<file path="config.mk">
export PLATFORM = sky130hd
export DESIGN_NAME = eth_tx
export DESIGN_NICKNAME = d
export VERILOG_FILES = /design/src/rtl/eth_tx.sv
export SDC_FILE = /design/constraint.sdc
export NUM_CORES = 1
export LEC_CHECK = 0
export CORE_MARGIN = 8
export CORE_UTILIZATION = 40
export CTS_CLUSTER_DIAMETER = 30
export DETAILED_ROUTE_END_ITERATION = 8
export GPL_ROUTABILITY_DRIVEN = 0
export PLACE_DENSITY = 0.6
export SETUP_SLACK_MARGIN = 0.05
export SYNTH_ARGS = -nofsm -noshare
export SYNTH_HDL_FRONTEND = slang
export SYNTH_SLANG_ARGS = --single-unit
export TNS_END_PERCENT = 20
</file>
<file path="constraint.sdc">
create_clock -name clk -period 10.9 [get_ports clk]
set_input_delay 1.09 -clock clk [delete_from_list [all_inputs] [get_ports clk]]
set_output_delay 1.09 -clock clk [all_outputs]
set_load 0.02 [all_outputs]
</file>
<file path="src/rtl/eth_tx.sv">
// eth_tx: builds one Avalon-ST result frame (header, meta, result bytes, zero pad)
// from a result buffer on each accepted send request.
module eth_tx #(
   parameter int          MMU_SIZE = 10,
   parameter logic [47:0] DEV_MAC  = 48'h5044332211EE
) (
   input  logic        clk,
   input  logic        rst_n,
   input  logic        send,
   input  logic [47:0] host_mac,
   input  logic [7:0]  dim_x,
   input  logic [7:0]  dim_y,
   input  logic [7:0]  status,
   output logic [7:0]  res_addr,
   input  logic [7:0]  res_data,
   output logic [7:0]  tx_data,
   output logic        tx_valid,
   output logic        tx_sop,
   output logic        tx_eop,
   input  logic        tx_ready,
   output logic        tx_error,
   output logic        busy,
   output logic        done,
   output logic        req_error
);
   typedef enum logic [2:0] {IDLE, HEADER, META, DATA, PAD} state_t;
   localparam logic [7:0] DIM_MAX = 8'(MMU_SIZE);
   state_t      state, state_nx;
   logic [47:0] mac_q;
   logic [7:0]  dx_q, dy_q, st_q;
   logic [15:0] n_q, flen_q, ptr, n_in;
   logic [3:0]  hi;
   logic [1:0]  mi;
   logic        accept, xfer, last;
   assign n_in   = 16'(dim_x) * 16'(dim_y);
   assign accept = state == IDLE && send && dim_x != 8'd0 && dim_x <= DIM_MAX
                   && dim_y != 8'd0 && dim_y <= DIM_MAX;
   assign xfer   = tx_valid && tx_ready;
   assign last   = xfer && ptr == flen_q;
   assign hi     = 4'(ptr - 16'd1);
   assign mi     = 2'(ptr - 16'd15);
   always_ff @(posedge clk)
      if (!rst_n) state <= IDLE;
      else state <= state_nx;
   always_comb begin
      state_nx = state;
      case (state)
         IDLE:    state_nx = accept ? HEADER : IDLE;
         HEADER:  if (xfer && ptr == 16'd14) state_nx = META;
         META:    if (xfer && ptr == 16'd18) state_nx = DATA;
         DATA:    if (xfer && ptr == n_q + 16'd18) state_nx = last ? IDLE : PAD;
         PAD:     if (last) state_nx = IDLE;
         default: state_nx = IDLE;
      endcase
   end
   always_ff @(posedge clk)
      if (!rst_n) begin
         ptr       <= 16'd1;
         mac_q     <= '0;
         dx_q      <= '0;
         dy_q      <= '0;
         st_q      <= '0;
         n_q       <= '0;
         flen_q    <= '0;
         done      <= 1'b0;
         req_error <= 1'b0;
      end else begin
         done      <= last;
         req_error <= state == IDLE && send && !accept;
         if (accept) begin
            mac_q  <= host_mac;
            dx_q   <= dim_x;
            dy_q   <= dim_y;
            st_q   <= status;
            n_q    <= n_in;
            flen_q <= n_in < 16'd42 ? 16'd60 : n_in + 16'd18;
         end
         if (xfer) ptr <= last ? 16'd1 : ptr + 16'd1;
      end
   // Outputs are decoded from state and pointer, so they hold naturally during stalls.
   always_comb begin
      tx_valid = state != IDLE;
      busy     = state != IDLE;
      tx_error = 1'b0;
      tx_sop   = state == HEADER && ptr == 16'd1;
      tx_eop   = tx_valid && ptr == flen_q;
      res_addr = state == DATA ? 8'(ptr - 16'd19) : 8'h00;
      tx_data  = state == HEADER ? 8'({mac_q, DEV_MAC, n_q + 16'd4} >> (7'd104 - {hi, 3'b000})) :
                 state == META   ? 8'({st_q, dx_q, dy_q, 8'h00} >> (5'd24 - {mi, 3'b000})) :
                 state == DATA   ? res_data : 8'h00;
   end
endmodule

</file>
==> flow_metrics.tcl, run 1 <==
set metrics [dict create \
    min_period_ns 6.32 \
    pin_count 107 \
    yosysSeqAreaShare_pct 27.3 \
    hpwl_um 18800 \
    grt_start_max_net_pins 87 \
    synth_cell_type_count 76 \
    cp-end-kind "register" \
    ff2ff_setup_slack_ns 7.74 \
    cts_tree "done" \
    drv_cap 0 \
    finalWorstSetupSlack_ns 4.58 \
    final_common_cell "nand2_1" \
    fin_nets 1357 \
    synth-edff-count 0 \
    port_buffers 105 \
    start_kind "input port" \
    netlist_area_mm2 0.00918 \
    final-setup-viol-count 0 \
    finalCritPeriodShare_pct 58.0 \
    clk_pin_slew_worst_paths_ns 0.05 \
    hp-class "reg -> reg" \
    crit_required_ns 11.19 \
    pwr-share-clk_pct 35.2 \
    reg2reg_to "n_q[12]" \
    crit_chain "clkdlybuf4s50_1, nand2_1, fa_1, fa_1, inv_1, fa_1, inv_1, fa_1, inv_1, ha_1, nand2_1, o31ai_4, a41oi_2, xor2_1, nand4_1, o41ai_4, or2_4, o21ai_1" \
    worst_pin_slew_ns 1.08 \
    vias 7953 \
    p_seq_share_pct 28.1 \
    cp_max_fo 12 \
    crit_type "in -> reg" \
    grt_pass1_wl_um 41100 \
    slew_headroom_pct 27.4 \
    clock_path_buffers 2 \
    fin_util_pct 48.3 \
    fp.dieH_um 167 \
    grtUsageMet1_pct 25.2 \
    final_cell_mix "221 x nand2_1, 124 x dfxtp_1, 109 x a21oi_1, 105 x clkdlybuf4s50_1, 60 x nor2_1" \
    die_area_mm2 0.0281 \
    fmax_mhz 158 \
    whs_path_depth 2 \
    synth_top_area_share_pct 27.3 \
    wl_um 25300 \
    hold_viol 0 \
    clkSinkCount 125 \
    start_util_pct 40.7 \
    fin_skew_ns 0.00824 \
    fp.dieW_um 167 \
    yosys_warnings 0 \
    clk_latency_ns 0.41 \
    syn_inst 1142 \
    grt_setup_unrepaired "no" \
    grt_pass1_vias 7816 \
    grt_overflow 0 \
    slew_violations 0 \
    yosys-top-cells-area "dfxtp_1 27%, nand2_1 9.0%, fa_1 7.9%" \
    pwr_density_cell_mw_per_mm2 150 \
    met2_usage_pct 27.9 \
    hold_end "mac_q[44]" \
    holdWs_ns 0.446 \
    leakage_nw 4.14 \
    antenna_found_initial 0 \
    drt-pass1-iter-count 5 \
    drive_gt1_share_pct 7.40 \
    irDropWorstVdd_mv 0.0798 \
    avgSynthCellArea_um2 8.04 \
    cts-resized-gates 0 \
    synth_fp_nets 1307 \
    via_per_inst 5.34 \
    worstReg2RegStart "state[1]" \
    busiest_layer "met2" \
    cp_slowest_cell "clkdlybuf4s50_1" \
    numCtsBuffers 17 \
    route.detailed.drc 0 \
    swShare_pct 34.7 \
    wl_per_cell_um 17.0 \
    ff2ff_path_depth 6 \
    net-switching-power_uw 566 \
    cp_common_cell "fa_1" \
    tns_ns 0 \
    pre_cts_slack_ns 4.15 \
    total_power_mw 1.63 \
    grtUsageMet3_pct 3.46 \
    slowest_delay_ns 0.73 \
    insertedDiodeCount 0 \
    ys_ff_latch 125 \
    stdcell_count 1488 \
    ant_nets 0 \
    syn_to_final_growth_pct 18.7 \
    postPlaceCellArea_mm2 0.0103 \
    cts.htree.levels 4 \
    dp.cells 1458 \
    synthArstFlopShare_pct 0 \
    fill_cells 2238 \
    synth_top_area_cell "dfxtp_1" \
    drt_iter0_drc 477 \
    placementRows 55 \
    p_int_mw 1.07 \
    coreArea_mm2 0.0226 \
    cp.arrival_ns 6.61 \
    cts_setup_buffers 0 \
    clockRootBuffer "clkbuf_16" \
    cts_hold_buf 0 \
    hp-start "mac_q[44]" \
    synth_flop_cell "dfxtp_1" \
    status "finished, final reports clean" \
    final_area_mm2 0.0109 \
    combPwrFrac_pct 36.7 \
    track_usage_pct 17.9 \
]
==> cell families after synthesis <==
logic type	Yosys count	synth area share, %
simple gates	453	23.1
buf+inv	140	6.22
mux	26	4.17
fa+ha+maj	81	14.0
flops	125	27.3
compound gates	227	16.5
xor+xnor	89	8.74
other cells	1	0.0408
==> state kept, by name (all words and copies together), names as in the netlist <==
register,count
done,1
ptr,16
dx_q,8
req_error,1
state,3
flen_q,16
dy_q,8
n_q,16
st_q,8
mac_q,48
==> worst max path at each step <==
stage	from	to	slack (ns)
6_report	dim_x[0]	flen_q[15]	4.58
5_1_grt	dim_x[0]	flen_q[15]	4.27
4_1_cts	dim_x[0]	flen_q[6]	4.58
3_5_place_dp	dim_x[0]	flen_q[6]	4.15
3_3_place_gp	dim_x[0]	flen_q[15]	4.26
2_1_floorplan	dim_x[0]	flen_q[9]	5.03
==> Yosys cell counts (5+ instances only) <==
cell,n
a211oi_1,8
a21o_1,6
a21oi_1,109
a31oi_1,12
and2_1,56
and3_1,13
buf_1,6
buf_2,11
clkbuf_1,60
dfxtp_1,125
fa_1,36
ha_1,45
inv_1,57
mux2_2,8
mux2i_1,9
mux4_2,9
nand2_1,221
nand3_1,23
nand4_1,15
nor2_1,60
nor3_1,22
nor4_1,13
o211ai_1,5
o21ai_0,22
o21ai_2,10
or3_1,7
xnor2_1,51
xor2_1,35
==> cell type report <==
type | count | area (µm²) | share of cell area, %
Tap cell | 285 | 357 | 3.27
Multi-Input combinational cell | 877 | 6110 | 56.1
Inverter | 58 | 218 | 2.00
Sequential cell | 125 | 2500 | 23.0
Timing Repair Buffer | 113 | 1110 | 10.2
Clock buffer | 20 | 457 | 4.19
Clock inverter | 10 | 141 | 1.30
==> power groups by stage <==
stage	Combinational (mW)	Clock (mW)	Sequential, mW
detailed placement	0.600	0	0.468
global placement	0.593	0	0.468
floorplan	0.464	0	0.468
CTS	0.603	0.586	0.458
global route	0.666	0.610	0.458
finish	0.599	0.575	0.458
==> worst max-delay path, delay by kind of cell <==
family          cells  cell delay (ns)
compound gates      4             1.06
xor+xnor            1             0.37
fa+ha+maj           5             2.43
buf+inv             4             0.87
simple gates        4             0.78
==> metal layers <==
layer / up-vias / share of wire [%]
li1: 3985 / -
met3: 20 / 4.1
met5: - / 0
met4: 0 / 0.91
met2: 158 / 46
met1: 3790 / 49
Note: power is estimated with default switching activity, not from simulation.
==> run 2, diff against run 1 <==
--- a/config.mk
+++ b/config.mk
@@ -10,7 +10,7 @@
 export CTS_CLUSTER_DIAMETER = 30
 export DETAILED_ROUTE_END_ITERATION = 8
 export GPL_ROUTABILITY_DRIVEN = 0
-export PLACE_DENSITY = 0.6
+export PLACE_DENSITY = 0.63
 export SETUP_SLACK_MARGIN = 0.05
 export SYNTH_ARGS = -nofsm -noshare
 export SYNTH_HDL_FRONTEND = slang
==> constraint.sdc (replaced) <==
create_clock -name clk -period 5.1 [get_ports clk]
set_input_delay 0.51 -clock clk [delete_from_list [all_inputs] [get_ports clk]]
set_output_delay 0.51 -clock clk [all_outputs]
set_load 0.02 [all_outputs]
==> flow_metrics.tcl, run 2 (synthesized netlist as in run 1, its figures left out) <==
set metrics [dict create \
    start_kind "input port" \
    finalCritPeriodShare_pct 95.8 \
    clkSinkCount 125 \
    die_area_mm2 0.0281 \
    final_cell_mix "220 x nand2_1, 124 x dfxtp_1, 108 x a21oi_1, 91 x clkdlybuf4s50_1, 89 x buf_4" \
    cts_tree "done" \
    path_depth 19 \
    combPwrFrac_pct 46.6 \
    grt_pass1_wl_um 42500 \
    clock_path_buffers 2 \
    route.detailed.drc 0 \
    slowest_delay_ns 0.53 \
    clk_pin_slew_worst_paths_ns 0.07 \
    worstSetupEndpoint "flen_q[15]" \
    postPlaceCellArea_mm2 0.0110 \
    crit_path_start "dim_x[3]" \
    min_period_ns 4.89 \
    coreArea_mm2 0.0226 \
    wl_per_cell_um 16.2 \
    pin_count 107 \
    insertedDiodeCount 0 \
    crit_chain "buf_4, buf_4, and2_4, fa_1, fa_1, fa_1, inv_2, fa_1, inv_2, ha_4, a21o_1, buf_4, or4_4, o311ai_4, a211oi_2, buf_4, o41ai_4, or2_4, o21ai_1" \
    largest_reg_flops 48 \
    seq_area_mm2 0.00250 \
    port_buffers 105 \
    cts.htree.levels 4 \
    clockRootBuffer "clkbuf_16" \
    syn_to_final_growth_pct 26.7 \
    via_per_inst 5.28 \
    hold_viol 0 \
    final_area_mm2 0.0116 \
    clk_latency_ns 0.43 \
    grt_setup_unrepaired "no" \
    cts_hold_buf 0 \
    slew_headroom_pct 30.8 \
    placementRows 55 \
    numCtsBuffers 17 \
    p_int_mw 2.66 \
    start_util_pct 40.7 \
    p_seq_share_pct 23.9 \
    holdWs_ns 0.449 \
    pwr_density_cell_mw_per_mm2 352 \
    ant_nets 0 \
    vias 8298 \
    drive_gt1_share_pct 16.6 \
    reg2reg_to "state[1]" \
    swShare_pct 35.2 \
    fill_cells 2162 \
    fin_skew_ns 0.0115 \
    cp_slowest_cell "fa_1" \
    grt_pass1_vias 8306 \
    drv_cap 0 \
    fin_nets 1440 \
    grt_overflow 0 \
    multi_input_area_mm2 0.00627 \
    cp.arrival_ns 5.19 \
    leakage_nw 4.58 \
    slew_violations 0 \
    fp.dieH_um 167 \
    status "finished, final reports clean" \
    fp.dieW_um 167 \
    ff2ff_path_depth 8 \
    net-switching-power_mw 1.44 \
    hp-class "reg -> reg" \
    fmax_mhz 205 \
    worst_pin_slew_ns 1.03 \
    crit_family "adder cells" \
    pwr-share-clk_pct 29.6 \
    ff2ff_setup_slack_ns 2.02 \
    grt_start_max_net_pins 71 \
    crit_required_ns 5.40 \
    hpwl_um 19600 \
    drt-pass1-iter-count 5 \
    track_usage_pct 18.2 \
    worstReg2RegStart "state[1]" \
    cp-end-kind "register" \
    irDropWorstVdd_mv 0.242 \
    crit_type "in -> reg" \
    wl_um 25500 \
    antenna_found_initial 0 \
    cp_max_fo 6 \
    top_register "mac_q" \
    drt_iter0_drc 532 \
    path_buf_inv 6 \
    final-setup-viol-count 0 \
    final_common_cell "nand2_1" \
]
## run 2: cell count changes in the layout (fill, tap and decap cells not counted), sizes merged
cell           change
clkdlybuf4s15      +1
clkdlybuf4s50     -14
bufinv             -2
inv               +10
buf               +83
or2                +1
clkinv             -3
clkbuf             +7
dlymetal6s2s       +2
## run 2: area by class of cell
type	instances	area share, %
clock inverters	15	1.44
clock buffers	17	3.66
inverters	58	1.87
multi-input cells	878	53.9
well taps	285	3.06
repair buffers	195	14.6
flip-flops and latches	125	21.5
## run 2: what timing repair did
action / CTS / global route
gates resized for setup: 15 / 38
setup endpoints to repair: 16 / 16
pin swaps: 5 / 13
cloned: 1 / 0
buffers inserted: 1 / 3
## run 2: tightest hold or removal path, delay by kind of cell, from the launching register on
kind,cells,cell delay (ns)
DFF,1,0.31
and+or+nand+nor,1,0.05
AOI/OAI and AO/OA,1,0.05
## run 2: power by group through the flow
stage	Clock [mW]	Combinational, mW	Sequential, mW
floorplan	0	1.12	1.00
detailed placement	0	1.82	1.00
global placement	0	1.79	1.00
global route	1.27	2.11	0.978
finish	1.21	1.91	0.978
CTS	1.22	1.85	0.978
## run 2: per-stage QoR
stage	setup TNS (ns)	cells	power (mW)	util [%]	setup slack, ns
final	0	1573	4.10	51.5	0.215
after global routing	0	1573	4.36	51.5	0.0445
after floorplan	0	1142	2.12	-	0.0440
after detailed placement	-8.67	1536	2.82	48.7	-0.569
after global placement	-7.57	1536	2.79	48.7	-0.518
after CTS	0	1570	4.05	51.4	0.138
## run 2: how the worst min path moves through the flow
stage	startpoint	end	slack (ns)	cells after the start
finish	mac_q[18]	mac_q[18]	0.45	2
detailed placement	mac_q[2]	mac_q[2]	0.44	2
CTS	mac_q[47]	mac_q[47]	0.45	2
global route	st_q[7]	st_q[7]	0.47	2
global placement	mac_q[42]	mac_q[42]	0.44	2
floorplan	mac_q[41]	mac_q[41]	0.43	2
## run 2: metal layers
metal	track usage, %	vias up	wire length (µm)
li1	-	4150	-
met1	24.7	3944	12000
met3	3.03	20	1270
met5	0	-	0
met2	29.9	184	12000
met4	3.61	0	204
==> edit, RTL diff (config.mk and constraints of run 2) <==
The 5 states of `state_t` get a one-hot encoding in 5 bits.
--- a/src/rtl/eth_tx.sv
+++ b/src/rtl/eth_tx.sv
@@ -23,7 +23,7 @@
    output logic        done,
    output logic        req_error
 );
-   typedef enum logic [2:0] {IDLE, HEADER, META, DATA, PAD} state_t;
+   typedef enum logic [4:0] {IDLE = 5'b00001, HEADER = 5'b00010, META = 5'b00100, DATA = 5'b01000, PAD = 5'b10000} state_t;
    localparam logic [7:0] DIM_MAX = 8'(MMU_SIZE);
    state_t      state, state_nx;
    logic [47:0] mac_q;
Function: no difference found for any inputs over 10 cycles, from zero or initial values and one cycle with rst_n low; not proved beyond that.
==> edit against run 2 <==
Sequential cell count is 2 higher. Cell area about the same. Worst setup slack improved by 0.052 ns. Routed wire length shrank 0.55%. Critical path depth decreased by 1. Utilization down 0.13 points. Total power up 2.0%. Area after synthesis increased by 0.23%. Critical endpoint unchanged. Largest cell class unchanged. Largest power group unchanged.
==> edit: results (changes against run 2) <==
Met3 Routed Length -> 987 um (-22%)
Library cells used by synthesis -> 73 (-3.9%)
Met1 wire length -> 12400 um (+3.2%)
Skew final -> 0.00902 ns (-0.00245 ns)
#FFs+latches synth -> 127 (+1.6%)
XOR/XNOR Fraction of Synth Area -> 8.66% (-0.075 points)
Synth top area cells -> dfxtp_1 (28%), nand2_1 (8.7%), fa_1 (7.8%)
Maximum vdd ir drop -> 0.211 mV (-13%)
Via count -> 8235 (-0.76%)
Cells after DPL -> 1551 (+0.98%)
Status -> finished clean
Met3 usage -> 3.15% (+0.12 points)
Grt met1 use -> 24.5% (-0.22 points)
Gate Count Post-Synth -> 1160 (+1.6%)
Metal2 WL -> 11600 um (-3.2%)
Final wirelength -> 25300 um (-0.55%)
Flop2flop setup slack -> 2.20 ns (+0.18 ns)
Final WS setup -> 0.267 ns (+0.0520 ns)
Met2 Use GR -> 28.8% (-1.1 points)
Adder-Cell Fraction of Synth Area -> 14.0% (-0.032 points)
Post-synth top cells -> nand2_1 (214), dfxtp_1 (127), a21oi_1 (111)
Post-Place Setup Slack -> -0.610 ns (-0.0403 ns)
First-pass GRT wire length -> 41700 um (-1.9%)
P_clk -> 1.37 mW (+13%)
Relative slew margins -> 22.3% (-8.6 points)
Starting Density -> 40.6% (about the same)
Vias in the first global route -> 8067 (-2.9%)
Wire per inst -> 16.0 um (-1.3%)
Placed standard-cell area -> 10900 sq um (-0.55%)
Final Net Count -> 1452 (+0.83%)
Synth Area in Compound Gates -> 15.6% (-0.95 points)
Number of DRC violations after detailed-routing iteration 0 -> 572 (+7.5%)
Seq/Total Area, Yosys -> 27.6% (+0.37 points)
Dpl hpwl -> 19000 um (-3.0%)
edit: layout make-up:
cell class,instances,area (sq um)
Fill cell,2190,11000
Multi-Input combinational cell,892,6210
Sequential cell,127,2540
Timing Repair Buffer,189,1650
Clock buffer,18,429
Tap cell,285,357
Clock inverter,14,226
Inverter,60,225
edit: critical path: cells and delay by family:
kind,cells,cell delay (ns)
AND/OR/NAND/NOR,3,0.48
AO/OA/AOI/OAI,6,1.41
buffers and inverters,4,0.40
adder cells (fa/ha/maj),5,2.35
edit: worst paths after layout:
path,cells past startpoint,start,to
worst max-delay path,18,dim_x[0],flen_q[15]
worst min-delay path,2,mac_q[22],mac_q[22]
worst max register to register,9,n_q[1],state[3]
worst min register to register,2,mac_q[22],mac_q[22]
edit: metrics by stage:
step	hold WS [ns]	setup TNS [ns]	total power, mW
final	0.449	0	4.18
after global routing	0.463	0	4.43
after CTS	0.451	0	4.18
after detailed placement	0.442	-10.26	2.73
after global placement	0.434	-8.41	2.71
after floorplan	0.428	0	2.08
